### config.mk
export PLATFORM = sky130hd
export DESIGN_NAME = cla_carry_pipe
export DESIGN_NICKNAME = d
export VERILOG_FILES = /design/src/rtl/cla_carry_pipe.sv
export SDC_FILE = /design/constraint.sdc
export NUM_CORES = 1
export LEC_CHECK = 0
export ABC_AREA = 1
export CAP_MARGIN = 20
export CORE_MARGIN = 4
export CORE_UTILIZATION = 44
export DETAILED_ROUTE_END_ITERATION = 8
export PLACE_DENSITY = 0.71
export SLEW_MARGIN = 0
export SYNTH_ARGS = -nofsm -noshare
export SYNTH_HDL_FRONTEND = slang
export SYNTH_SLANG_ARGS = --single-unit
export TNS_END_PERCENT = 50
### constraint.sdc
create_clock -name clk -period 1.3 [get_ports clk]
set_clock_uncertainty 0.1 [all_clocks]
set_input_delay 0.26 -clock clk [delete_from_list [all_inputs] [get_ports clk]]
set_output_delay 0.26 -clock clk [all_outputs]
set_load 0.005 [all_outputs]
### src/rtl/cla_carry_pipe.sv
// Two-level carry-lookahead resolver for bit-level p/g vectors, behind a
// 2-stage valid/ready pipeline (S1: group P/G, S2: carries, sum, word P/G).
module cla_carry_pipe #(
   parameter int WIDTH = 8,
   parameter int GROUP = 4
) (
   input  logic             clk,
   input  logic             rst_n,
   input  logic             in_valid,
   output logic             in_ready,
   input  logic [WIDTH-1:0] p,
   input  logic [WIDTH-1:0] g,
   input  logic             cin,
   output logic             out_valid,
   input  logic             out_ready,
   output logic [WIDTH-1:0] sum,
   output logic [WIDTH-1:0] carry,
   output logic             cout,
   output logic             p_all,
   output logic             g_all
);
   localparam int NG = WIDTH / GROUP;

   if (WIDTH % GROUP != 0) begin : g_bad_width
      $error("cla_carry_pipe: WIDTH must be a multiple of GROUP");
   end

   logic             r_s1_v, r_s2_v;
   logic [WIDTH-1:0] r_s1_p, r_s1_g;
   logic             r_s1_cin;
   logic [NG-1:0]    r_s1_pg, r_s1_gg;
   logic [WIDTH-1:0] r_sum, r_carry;
   logic             r_cout, r_pall, r_gall;

   logic             w_s2_accept, w_in_xfer, w_s1_move, w_out_xfer;
   logic [NG-1:0]    w_pg, w_gg;
   logic [NG:0]      w_cg;
   logic [WIDTH:0]   w_c;
   logic             w_gall;

   assign w_s2_accept = !r_s2_v | out_ready;
   assign in_ready    = !r_s1_v | w_s2_accept;
   assign w_in_xfer   = in_valid & in_ready;
   assign w_s1_move   = r_s1_v & w_s2_accept;
   assign w_out_xfer  = r_s2_v & out_ready;

   // Group P/G: GG[k] is the OR-of-ANDs over the group, no internal ripple.
   always_comb begin : c_grp
      logic w_t;
      w_pg = '0;
      w_gg = '0;
      w_t  = 1'b0;
      for (int k = 0; k < NG; k++) begin
         w_pg[k] = &p[k*GROUP +: GROUP];
         for (int j = 0; j < GROUP; j++) begin
            w_t = g[k*GROUP+j];
            for (int m = j + 1; m < GROUP; m++) w_t = w_t & p[k*GROUP+m];
            w_gg[k] = w_gg[k] | w_t;
         end
      end
   end

   // Group carries and bit carries, each a flat sum of products.
   always_comb begin : c_carry
      logic w_t;
      w_cg   = '0;
      w_c    = '0;
      w_gall = 1'b0;
      w_t    = 1'b0;
      for (int k = 0; k <= NG; k++) begin
         w_t = r_s1_cin;
         for (int m = 0; m < k; m++) w_t = w_t & r_s1_pg[m];
         w_cg[k] = w_t;
         for (int j = 0; j < k; j++) begin
            w_t = r_s1_gg[j];
            for (int m = j + 1; m < k; m++) w_t = w_t & r_s1_pg[m];
            w_cg[k] = w_cg[k] | w_t;
         end
      end
      for (int j = 0; j < NG; j++) begin
         w_t = r_s1_gg[j];
         for (int m = j + 1; m < NG; m++) w_t = w_t & r_s1_pg[m];
         w_gall = w_gall | w_t;
      end
      for (int k = 0; k < NG; k++) begin
         for (int i = 0; i < GROUP; i++) begin
            w_t = w_cg[k];
            for (int m = 0; m < i; m++) w_t = w_t & r_s1_p[k*GROUP+m];
            w_c[k*GROUP+i] = w_t;
            for (int j = 0; j < i; j++) begin
               w_t = r_s1_g[k*GROUP+j];
               for (int m = j + 1; m < i; m++) w_t = w_t & r_s1_p[k*GROUP+m];
               w_c[k*GROUP+i] = w_c[k*GROUP+i] | w_t;
            end
         end
      end
      w_c[WIDTH] = w_cg[NG];
   end

   always_ff @(posedge clk or negedge rst_n) begin
      if (!rst_n) begin
         r_s1_v <= 1'b0;
         r_s2_v <= 1'b0;
      end else begin
         if (w_in_xfer)      r_s1_v <= 1'b1;
         else if (w_s1_move) r_s1_v <= 1'b0;
         if (w_s1_move)       r_s2_v <= 1'b1;
         else if (w_out_xfer) r_s2_v <= 1'b0;
      end
   end

   always_ff @(posedge clk or negedge rst_n) begin
      if (!rst_n) begin
         r_s1_p   <= '0;
         r_s1_g   <= '0;
         r_s1_cin <= 1'b0;
         r_s1_pg  <= '0;
         r_s1_gg  <= '0;
      end else if (w_in_xfer) begin
         r_s1_p   <= p;
         r_s1_g   <= g;
         r_s1_cin <= cin;
         r_s1_pg  <= w_pg;
         r_s1_gg  <= w_gg;
      end
   end

   always_ff @(posedge clk or negedge rst_n) begin
      if (!rst_n) begin
         r_sum   <= '0;
         r_carry <= '0;
         r_cout  <= 1'b0;
         r_pall  <= 1'b0;
         r_gall  <= 1'b0;
      end else if (w_s1_move) begin
         r_sum   <= r_s1_p ^ w_c[WIDTH-1:0];
         r_carry <= w_c[WIDTH-1:0];
         r_cout  <= w_c[WIDTH];
         r_pall  <= &r_s1_pg;
         r_gall  <= w_gall;
      end
   end

   assign out_valid = r_s2_v;
   assign sum       = r_sum;
   assign carry     = r_carry;
   assign cout      = r_cout;
   assign p_all     = r_pall;
   assign g_all     = r_gall;
endmodule

==> impl_metrics.yaml, run 1 <==
route:
  wl_um: 4070
  drc: 0
  wl_per_cell_um: 12.5
  drt_iter0_markers: 143
  ant_nets: 0
  num_vias: 1584
  vias_per_cell: 4.86
  first_pass_iters: 4
power_and_ir_drop:
  power_uw: 3970
  power.leakage_uw: 0.00132
  p_int_uw: 2750
  swShare_pct: 30.9
  p_seq_share_pct: 43.7
  combPwrFrac_pct: 34.9
  switching_power_uw: 1230
  peakVddDrop_mv: 0.941
  power_density_nw_per_um2: 1460
  pwr-share-clk_pct: 21.4
cts:
  cts.path.max_buffers: 2
  cts-root-buf: "clkbuf_8"
  insertion_delay_ns: 0.29
  cts_sinks: 40
  htreeDepth: 2
  cts.reportedPaths.clkPinSlew_ns: 0.07
  cts_made_buffers: 5
  cts_tree: "done"
yosys:
  avgSynthCellArea_um2: 8.72
  yosys_warnings: 0
  synth.distinct_cells: 22
  syn-instance-count: 203
  synth_edf_count: 0
  syn_area_um2: 1770
  ys_seq_area_share_pct: 56.5
  synthFlopType: "dfrtp_1"
  syn-num-nets: 226
  ys_async_sr_fraction_pct: 100
  synth-seq-cells: 40
final_layout:
  antenna_cells: 0
  drive_gt1_share_pct: 28.4
  area_growth_pct: 53.4
  finalNetCount: 300
  instances_no_fill: 326
  final_util_pct: 72.0
  design_area_um2: 2720
sta:
  setup_viol: 7
  setup_ws_ns: -0.0678
  tightest_slew_ns: 0.265
  finalHoldViolations: 0
  fin_crit_sh_pct: 105
  rsz0062_at_grt: "yes"
  final.min_clock_period_ns: 1.37
  max_freq_mhz: 731
  hold_slack_ns: 0.354
  slew_headroom_pct: 82.4
  slew_violations: 0
global_routing:
  grt_pass1_wl_um: 6580
  antenna_found_initial: 0
  grt_max_degree: 41
  track_usage_pct: 16.4
  grt_pass1_vias: 1421
  grt_overflow: 0
setup_path:
  crit_fanout: 3
  crit_type: "reg2reg"
  slowest_stage: "dfrtp_1"
  reg2reg_slack_ns: -0.07
  required_ns: 1.39
  critPathLaunchType: "flop"
  arrival_ns: 1.46
  path_cells: "o21bai_4, ha_4, nand2_4, nand3_4, nand2_4, nand3_2, nand3_2, nand2_1"
  end_kind: "flop"
  cpPeakStageDelay_ns: 0.40
floorplan:
  coreArea_um2: 3770
  die_w_um: 71.4
  io_pins: 42
  rows: 22
  dieArea_um2: 5100
  start_util_pct: 46.9
  die_h_um: 71.4
place:
  placed_area_um2: 2390
  hpwl_um: 2820
  globalplace.congestion: 0.826
  dpl.cell_count: 309
  place.port_buffers: 41
hold_path:
  hold_path.class: "in2async"
run_status:
  violations: "setup timing"
  status: "finished with violations"
job:
  cap_violations: 0
==> what timing repair did <==
| item | in CTS | in global routing |
|---|---|---|
| setup buffers | 6 | 2 |
| cloned | 0 | 0 |
| pin swaps | 0 | 6 |
| hold buffers | 1 | 0 |
| resized for setup | 46 | 50 |
| hold endpoints to repair | 40 | 0 |
| setup endpoints to repair | 34 | 41 |
==> cells by family (layout without fill, tap and decap cells) <==
kind of cell | Yosys count | after routing | share of synthesized area (%)
flip-flops | 40 | 40 | 56.5
AO/OA/AOI/OAI | 29 | 29 | 10.2
buffers and inverters | 25 | 100 | 6.64
adder cells (fa/ha/maj) | 2 | 2 | 1.41
AND/OR/NAND/NOR | 107 | 107 | 25.2
==> final cells by class <==
cell class | count | area [um2]
timing repair buffer | 72 | 683
inverter | 20 | 82.6
sequential | 40 | 1000
multi-input combinational | 138 | 798
clock buffer | 8 | 90.1
fill | 297 | 1060
tap | 48 | 60.1
==> cell usage in the layout, fill, tap and decap left out, types with 2 or more instances in the layout <==
master / n
nand2_2: 9
nand3_4: 2
nand2_1: 65
o21bai_1: 2
nand3_1: 9
inv_1: 15
clkbuf_1: 2
a21oi_1: 4
nand4_1: 3
clkbuf_8: 6
o21ai_1: 8
nor2_2: 4
a31oi_1: 2
buf_6: 9
o21ai_2: 5
nand2_4: 2
o21ai_0: 5
dfrtp_1: 40
buf_4: 21
clkdlybuf4s15_1: 19
nor2_1: 4
nand3_2: 5
inv_2: 4
clkdlybuf4s50_1: 19
==> critical path: cells and delay by family (launching register included) <==
| family | cells | cell delay (ns) |
|---|---|---|
| AO/OA/AOI/OAI | 1 | 0.19 |
| flip-flops | 1 | 0.40 |
| AND/OR/NAND/NOR | 6 | 0.39 |
| adder cells (fa/ha/maj) | 1 | 0.18 |
==> cells in the mapped netlist (2+ instances only) <==
master    count  share of area, %
o21bai_1      3               1.3
inv_1        18               3.8
ha_1          2               1.4
nand4_1       3               1.1
a21oi_1       4               1.1
buf_2         2              0.57
nand3_1      15               4.2
dfrtp_1      40                57
o21ai_2       4               2.0
nand2_1      76                16
buf_6         2               1.3
o21ai_0      14               4.0
or2_2         2              0.71
nor2_1        9               1.9
a31oi_1       2              0.71
==> through the flow <==
stage	TNS, ns	setup slack, ns
final	-0.247	-0.0678
after global routing	-1.07	-0.110
after CTS	-0.405	-0.0984
after detailed placement	-9.85	-0.389
after global placement	-8.56	-0.372
after floorplan	-0.0769	-0.0513
==> registers in the layout, summed over array words and instances, names as in the netlist <==
register	flops
carry	8
cout	1
g_all	1
out_valid	1
p_all	1
r_s1_cin	1
r_s1_g	6
r_s1_gg	2
r_s1_p	8
r_s1_pg	2
r_s1_v	1
sum	8
==> metal layers <==
metal / vias up / share of wire (%) / GRT usage, % / wire length [um]
met2: 43 / 46 / 24.6 / 1880
met5: - / 0 / 0 / 0
li1: 793 / - / - / -
met3: 4 / 6.0 / 5.19 / 244
met1: 744 / 47 / 23.2 / 1910
met4: 0 / 1.0 / 3.76 / 42
==> path summary, 6_finish.rpt <==
kind | depth (start not counted) | end | start
min in group clk | 2 | carry[1] | carry[1]
hold / removal | 3 | r_s1_g[2] | rst_n
setup reg to reg | 8 | sum[7] | r_s1_gg[0]
hold reg to reg | 2 | carry[1] | carry[1]
setup / recovery | 8 | sum[7] | r_s1_gg[0]
max in group asynchronous | 3 | r_s1_pg[1] | rst_n
==> power groups by stage <==
stage | logic, uW | clock network (uW) | registers [uW]
floorplan | 506 | 0 | 1740
global placement | 1220 | 0 | 1730
detailed placement | 1240 | 0 | 1750
CTS | 1260 | 856 | 1720
global route | 1530 | 911 | 1790
finish | 1390 | 849 | 1740
Note: power is estimated with default switching activity, not from simulation.
==> run 2, diff against run 1 <==
TNS_END_PERCENT = unset   (was 50)
==> impl_metrics.yaml, run 2 (synthesized netlist as in run 1, its figures left out) <==
final_layout:
  finalNetCount: 305
  final_cell_mix: "nand2_1 (55), dfrtp_1 (39), buf_4 (21)"
  final_common_cell: "nand2_1"
  instances_no_fill: 331
  design_area_um2: 2850
  drive_gt1_share_pct: 35.3
  area_growth_pct: 61.2
  antenna_cells: 0
  nFillCells: 282
route:
  ant_nets: 0
  first_pass_iters: 4
  wl_per_cell_um: 13.7
  drc: 0
  vias_per_cell: 5.02
  wl_um: 4540
  num_vias: 1662
  drt_iter0_markers: 145
sta:
  tightest_slew_ns: 0.378
  tns_ns: -0.459
  final.min_clock_period_ns: 1.38
  fin_crit_sh_pct: 106
  rsz0062_at_grt: "yes"
  slew_violations: 0
  slew_headroom_pct: 74.8
  max_freq_mhz: 725
  setup_viol: 15
  finalHoldViolations: 0
  setup_ws_ns: -0.0794
global_routing:
  met3_usage_pct: 5.19
  grt_pass1_wl_um: 6960
  use_met1_pct: 24.0
  track_usage_pct: 17.4
  antenna_found_initial: 0
  use_met2_pct: 27.2
  grt_pass1_vias: 1492
  grt_max_degree: 41
  grt_overflow: 0
  busiest_layer: "met2"
floorplan:
  rows: 22
  start_util_pct: 46.9
  io_pins: 42
  coreArea_um2: 3770
  die_w_um: 71.4
  die_h_um: 71.4
  dieArea_um2: 5100
run_status:
  violations: "setup timing"
  status: "finished with violations"
job:
  cap_violations: 0
setup_path:
  crit_type: "reg2reg"
  worstSetupStartpoint: "out_valid"
  critPathLaunchType: "flop"
  arrival_ns: 1.51
  crit_fanout: 7
  reg2reg_from: "out_valid"
  end_kind: "flop"
  required_ns: 1.43
place:
  dpl.cell_count: 309
  placed_area_um2: 2390
  hpwl_um: 2820
  pre_cts_ws_ns: -0.389
  place.port_buffers: 41
  globalplace.congestion: 0.826
cts:
  cts_sinks: 40
  cts-root-buf: "clkbuf_8"
  cts_tree: "done"
  insertion_delay_ns: 0.29
  cts_made_buffers: 5
  htreeDepth: 2
  cts.path.max_buffers: 2
  cts.reportedPaths.clkPinSlew_ns: 0.07
power_and_ir_drop:
  power.leakage_uw: 0.00137
  power_density_nw_per_um2: 1460
  peakVddDrop_mv: 0.966
  power_uw: 4160
hold_path:
  hold_path.class: "in2async"
==> run 2: cell count changes in the layout (fill, tap and decap cells not counted), sizes merged <==
cell,delta
clkbuf,+1
dlygate4sd2,-1
buf,+3
clkdlybuf4s15,+1
inv,+1
==> run 2: critical path, stage by stage (launching register included) <==
cell and delay [ns]:
dfrtp_1 0.40, buf_6 0.13, nand3_4 0.07, buf_6 0.12
nand2_8 0.11, nor2_4 0.16, nand4_1 0.14, o21ai_2 0.08
==> run 2: cell type report <==
cell class / instances / area, um2 / area share (%)
clock buffer: 8 / 90.1 / 3.16
inverter: 20 / 87.6 / 3.07
multi-input combinational: 138 / 870 / 30.5
sequential: 40 / 1000 / 35.1
tap: 48 / 60.1 / 2.10
timing repair buffer: 76 / 736 / 25.8
timing repair inverter: 1 / 8.76 / 0.307
==> run 2: worst paths after layout <==
| kind | depth (start not counted) | to | slack [ns] |
|---|---|---|---|
| worst min register to register | 2 | sum[7] | 0.39 |
| worst max-delay path | 7 | r_s1_pg[0] | -0.08 |
| min in group clk | 2 | sum[7] | 0.39 |
| worst max register to register | 7 | r_s1_pg[0] | -0.08 |
| worst min-delay path | 3 | r_s1_g[2] | 0.35 |
| max in group asynchronous | 3 | r_s1_p[1] | 0.56 |
==> run 2: power breakdown <==
part	switching [uW]	internal (uW)
registers	213	1540
clock network	422	433
logic	688	861
total	1320	2830
==> run 2: per-stage QoR <==
| stage | util, % | hold WS (ns) |
|---|---|---|
| after floorplan | - | -0.136 |
| after global routing | 75.7 | 0.388 |
| after detailed placement | 63.4 | 0.145 |
| after global placement | 63.4 | 0.144 |
| after CTS | 69.7 | 0.363 |
| final | 75.7 | 0.350 |
==> run 2: per-layer routing <==
metal,share of wire [%],up-vias
li1,-,807
met4,1.1,0
met5,0,-
met1,44,804
met3,4.9,6
met2,50,45
==> run 2: what timing repair did <==
action / CTS / global route
pin swaps: 4 / 11
resized for setup: 55 / 65
buffers inserted: 8 / 4
gates cloned: 1 / 0
hold buffers: 1 / 0
setup endpoints to repair: 34 / 45
hold endpoints to repair: 40 / 0
==> run 3, diff against run 2 <==
SKIP_CTS_REPAIR_TIMING = 1   (was unset)
clock period = 1.2 ns   (was 1.3 ns; I/O delays follow)
==> impl_metrics.yaml, run 3 (synthesized netlist as in run 1, its figures left out) <==
sta:
  fin_crit_sh_pct: 117
  max_freq_mhz: 710
  rsz0062_at_grt: "yes"
  tightest_slew_ns: 0.315
  final.min_clock_period_ns: 1.41
  setup_viol: 31
  slew_headroom_pct: 78.9
  hold_slack_ns: 0.170
  slew_violations: 0
  setup_ws_ns: -0.208
  finalHoldViolations: 0
global_routing:
  grt_max_degree: 41
  grt_overflow: 0
  grt_pass1_vias: 1454
  grt_pass1_wl_um: 6620
  antenna_found_initial: 0
  track_usage_pct: 16.9
setup_path:
  end_kind: "flop"
  required_ns: 1.29
  worst-path-buf-inv: 0
  arrival_ns: 1.50
  cpPeakStageDelay_ns: 0.39
  critPathLaunchType: "flop"
  crit_fanout: 3
  crit_type: "reg2reg"
  path_delay_family: "simple AND/OR/NAND/NOR gates"
  path_cells: "o21bai_4, ha_4, nand2_2, nand3_2, nand2_2, nand3_2, nand3_2, nand2_2"
  slowest_stage: "dfrtp_1"
floorplan:
  io_pins: 42
  die_h_um: 71.4
  start_util_pct: 46.9
  die_w_um: 71.4
  dieArea_um2: 5100
  rows: 22
  coreArea_um2: 3770
cts:
  insertion_delay_ns: 0.29
  cts_sinks: 40
  htreeDepth: 2
  cts.reportedPaths.clkPinSlew_ns: 0.07
  cts_made_buffers: 5
  cts-root-buf: "clkbuf_8"
  cts_tree: "done"
  cts.path.max_buffers: 2
power_and_ir_drop:
  peakVddDrop_mv: 0.729
  swShare_pct: 31.5
  power_density_nw_per_um2: 1580
  power.leakage_uw: 0.00153
  combPwrFrac_pct: 37.1
  switching_power_uw: 1430
  pwr-share-clk_pct: 21.2
  p_int_uw: 3110
  p_seq_share_pct: 41.7
route:
  wl_um: 4930
  ant_nets: 0
  first_pass_iters: 4
  vias_per_cell: 4.96
  wl_per_cell_um: 14.6
  num_vias: 1673
  drt_iter0_markers: 118
  drc: 0
final_layout:
  nFillCells: 257
  final_cell_mix: "nand2_1 (59), dfrtp_1 (40), buf_4 (27)"
  drive_gt1_share_pct: 36.0
  final_common_cell: "nand2_1"
  finalNetCount: 312
  area_growth_pct: 62.7
  antenna_cells: 0
  instances_no_fill: 337
  final_util_pct: 76.4
place:
  place.port_buffers: 41
  dpl.cell_count: 308
  hpwl_um: 2920
  globalplace.congestion: 0.780
hold_path:
  hold_path.class: "in2reg"
job:
  cap_violations: 0
run_status:
  violations: "setup timing"
  status: "finished with violations"
run 3: final cells by class:
| cell class | instances | area (um2) | area share [%] |
|---|---|---|---|
| Sequential cell | 40 | 1000 | 34.8 |
| Multi-Input combinational cell | 139 | 831 | 28.8 |
| Timing Repair Buffer | 81 | 774 | 26.9 |
| Clock buffer | 7 | 96.3 | 3.34 |
| Inverter | 20 | 95.1 | 3.30 |
| Tap cell | 48 | 60.1 | 2.09 |
| Timing Repair inverter | 2 | 22.5 | 0.782 |
run 3: worst min-delay path: stages:
cell	delay [ns]
dlymetal6s2s_1	0.10
inv_2	0.05
nand2_2	0.08
nand2_1	0.06
run 3: layer usage:
| layer | part of all wire (%) | up-vias | track usage (%) |
|---|---|---|---|
| met5 | 0 | - | 0 |
| met3 | 5.4 | 8 | 4.63 |
| met1 | 41 | 787 | 23.1 |
| met2 | 51 | 51 | 25.4 |
| met4 | 1.9 | 0 | 6.89 |
| li1 | - | 827 | - |
run 3: power groups by stage:
stage               Combinational [uW]  Sequential (uW)  Clock [uW]
finish                            1680             1890         964
global route                      1850             1930        1030
global placement                  1330             1870           0
detailed placement                1350             1900           0
CTS                               1360             1870         979
floorplan                          556             1890           0
run 3: final timing paths:
path                            startpoint  depth (start not counted)   endpoint  slack [ns]
worst max-delay path            r_s1_gg[0]                          8     sum[7]       -0.21
worst min-delay path             out_ready                          4  out_valid        0.17
worst max register to register  r_s1_gg[0]                          8     sum[7]       -0.21
worst min register to register      sum[3]                          2     sum[3]        0.38
max in group asynchronous            rst_n                          3  r_s1_g[6]        0.47
min in group asynchronous            rst_n                          3  r_s1_g[2]        0.32
run 3: through the flow:
stage | worst slack, ns | cell area [um2] | setup TNS, ns | power (uW)
3_5_place_dp | -0.462 | 2390 | -14.19 | 3250
6_report | -0.208 | 2880 | -2.37 | 4540
3_3_place_gp | -0.434 | 2390 | -12.44 | 3200
4_1_cts | -0.463 | 2490 | -9.23 | 4210
2_1_floorplan | -0.151 | 1800 | -0.506 | 2440
5_1_grt | -0.272 | 2880 | -4.33 | 4810
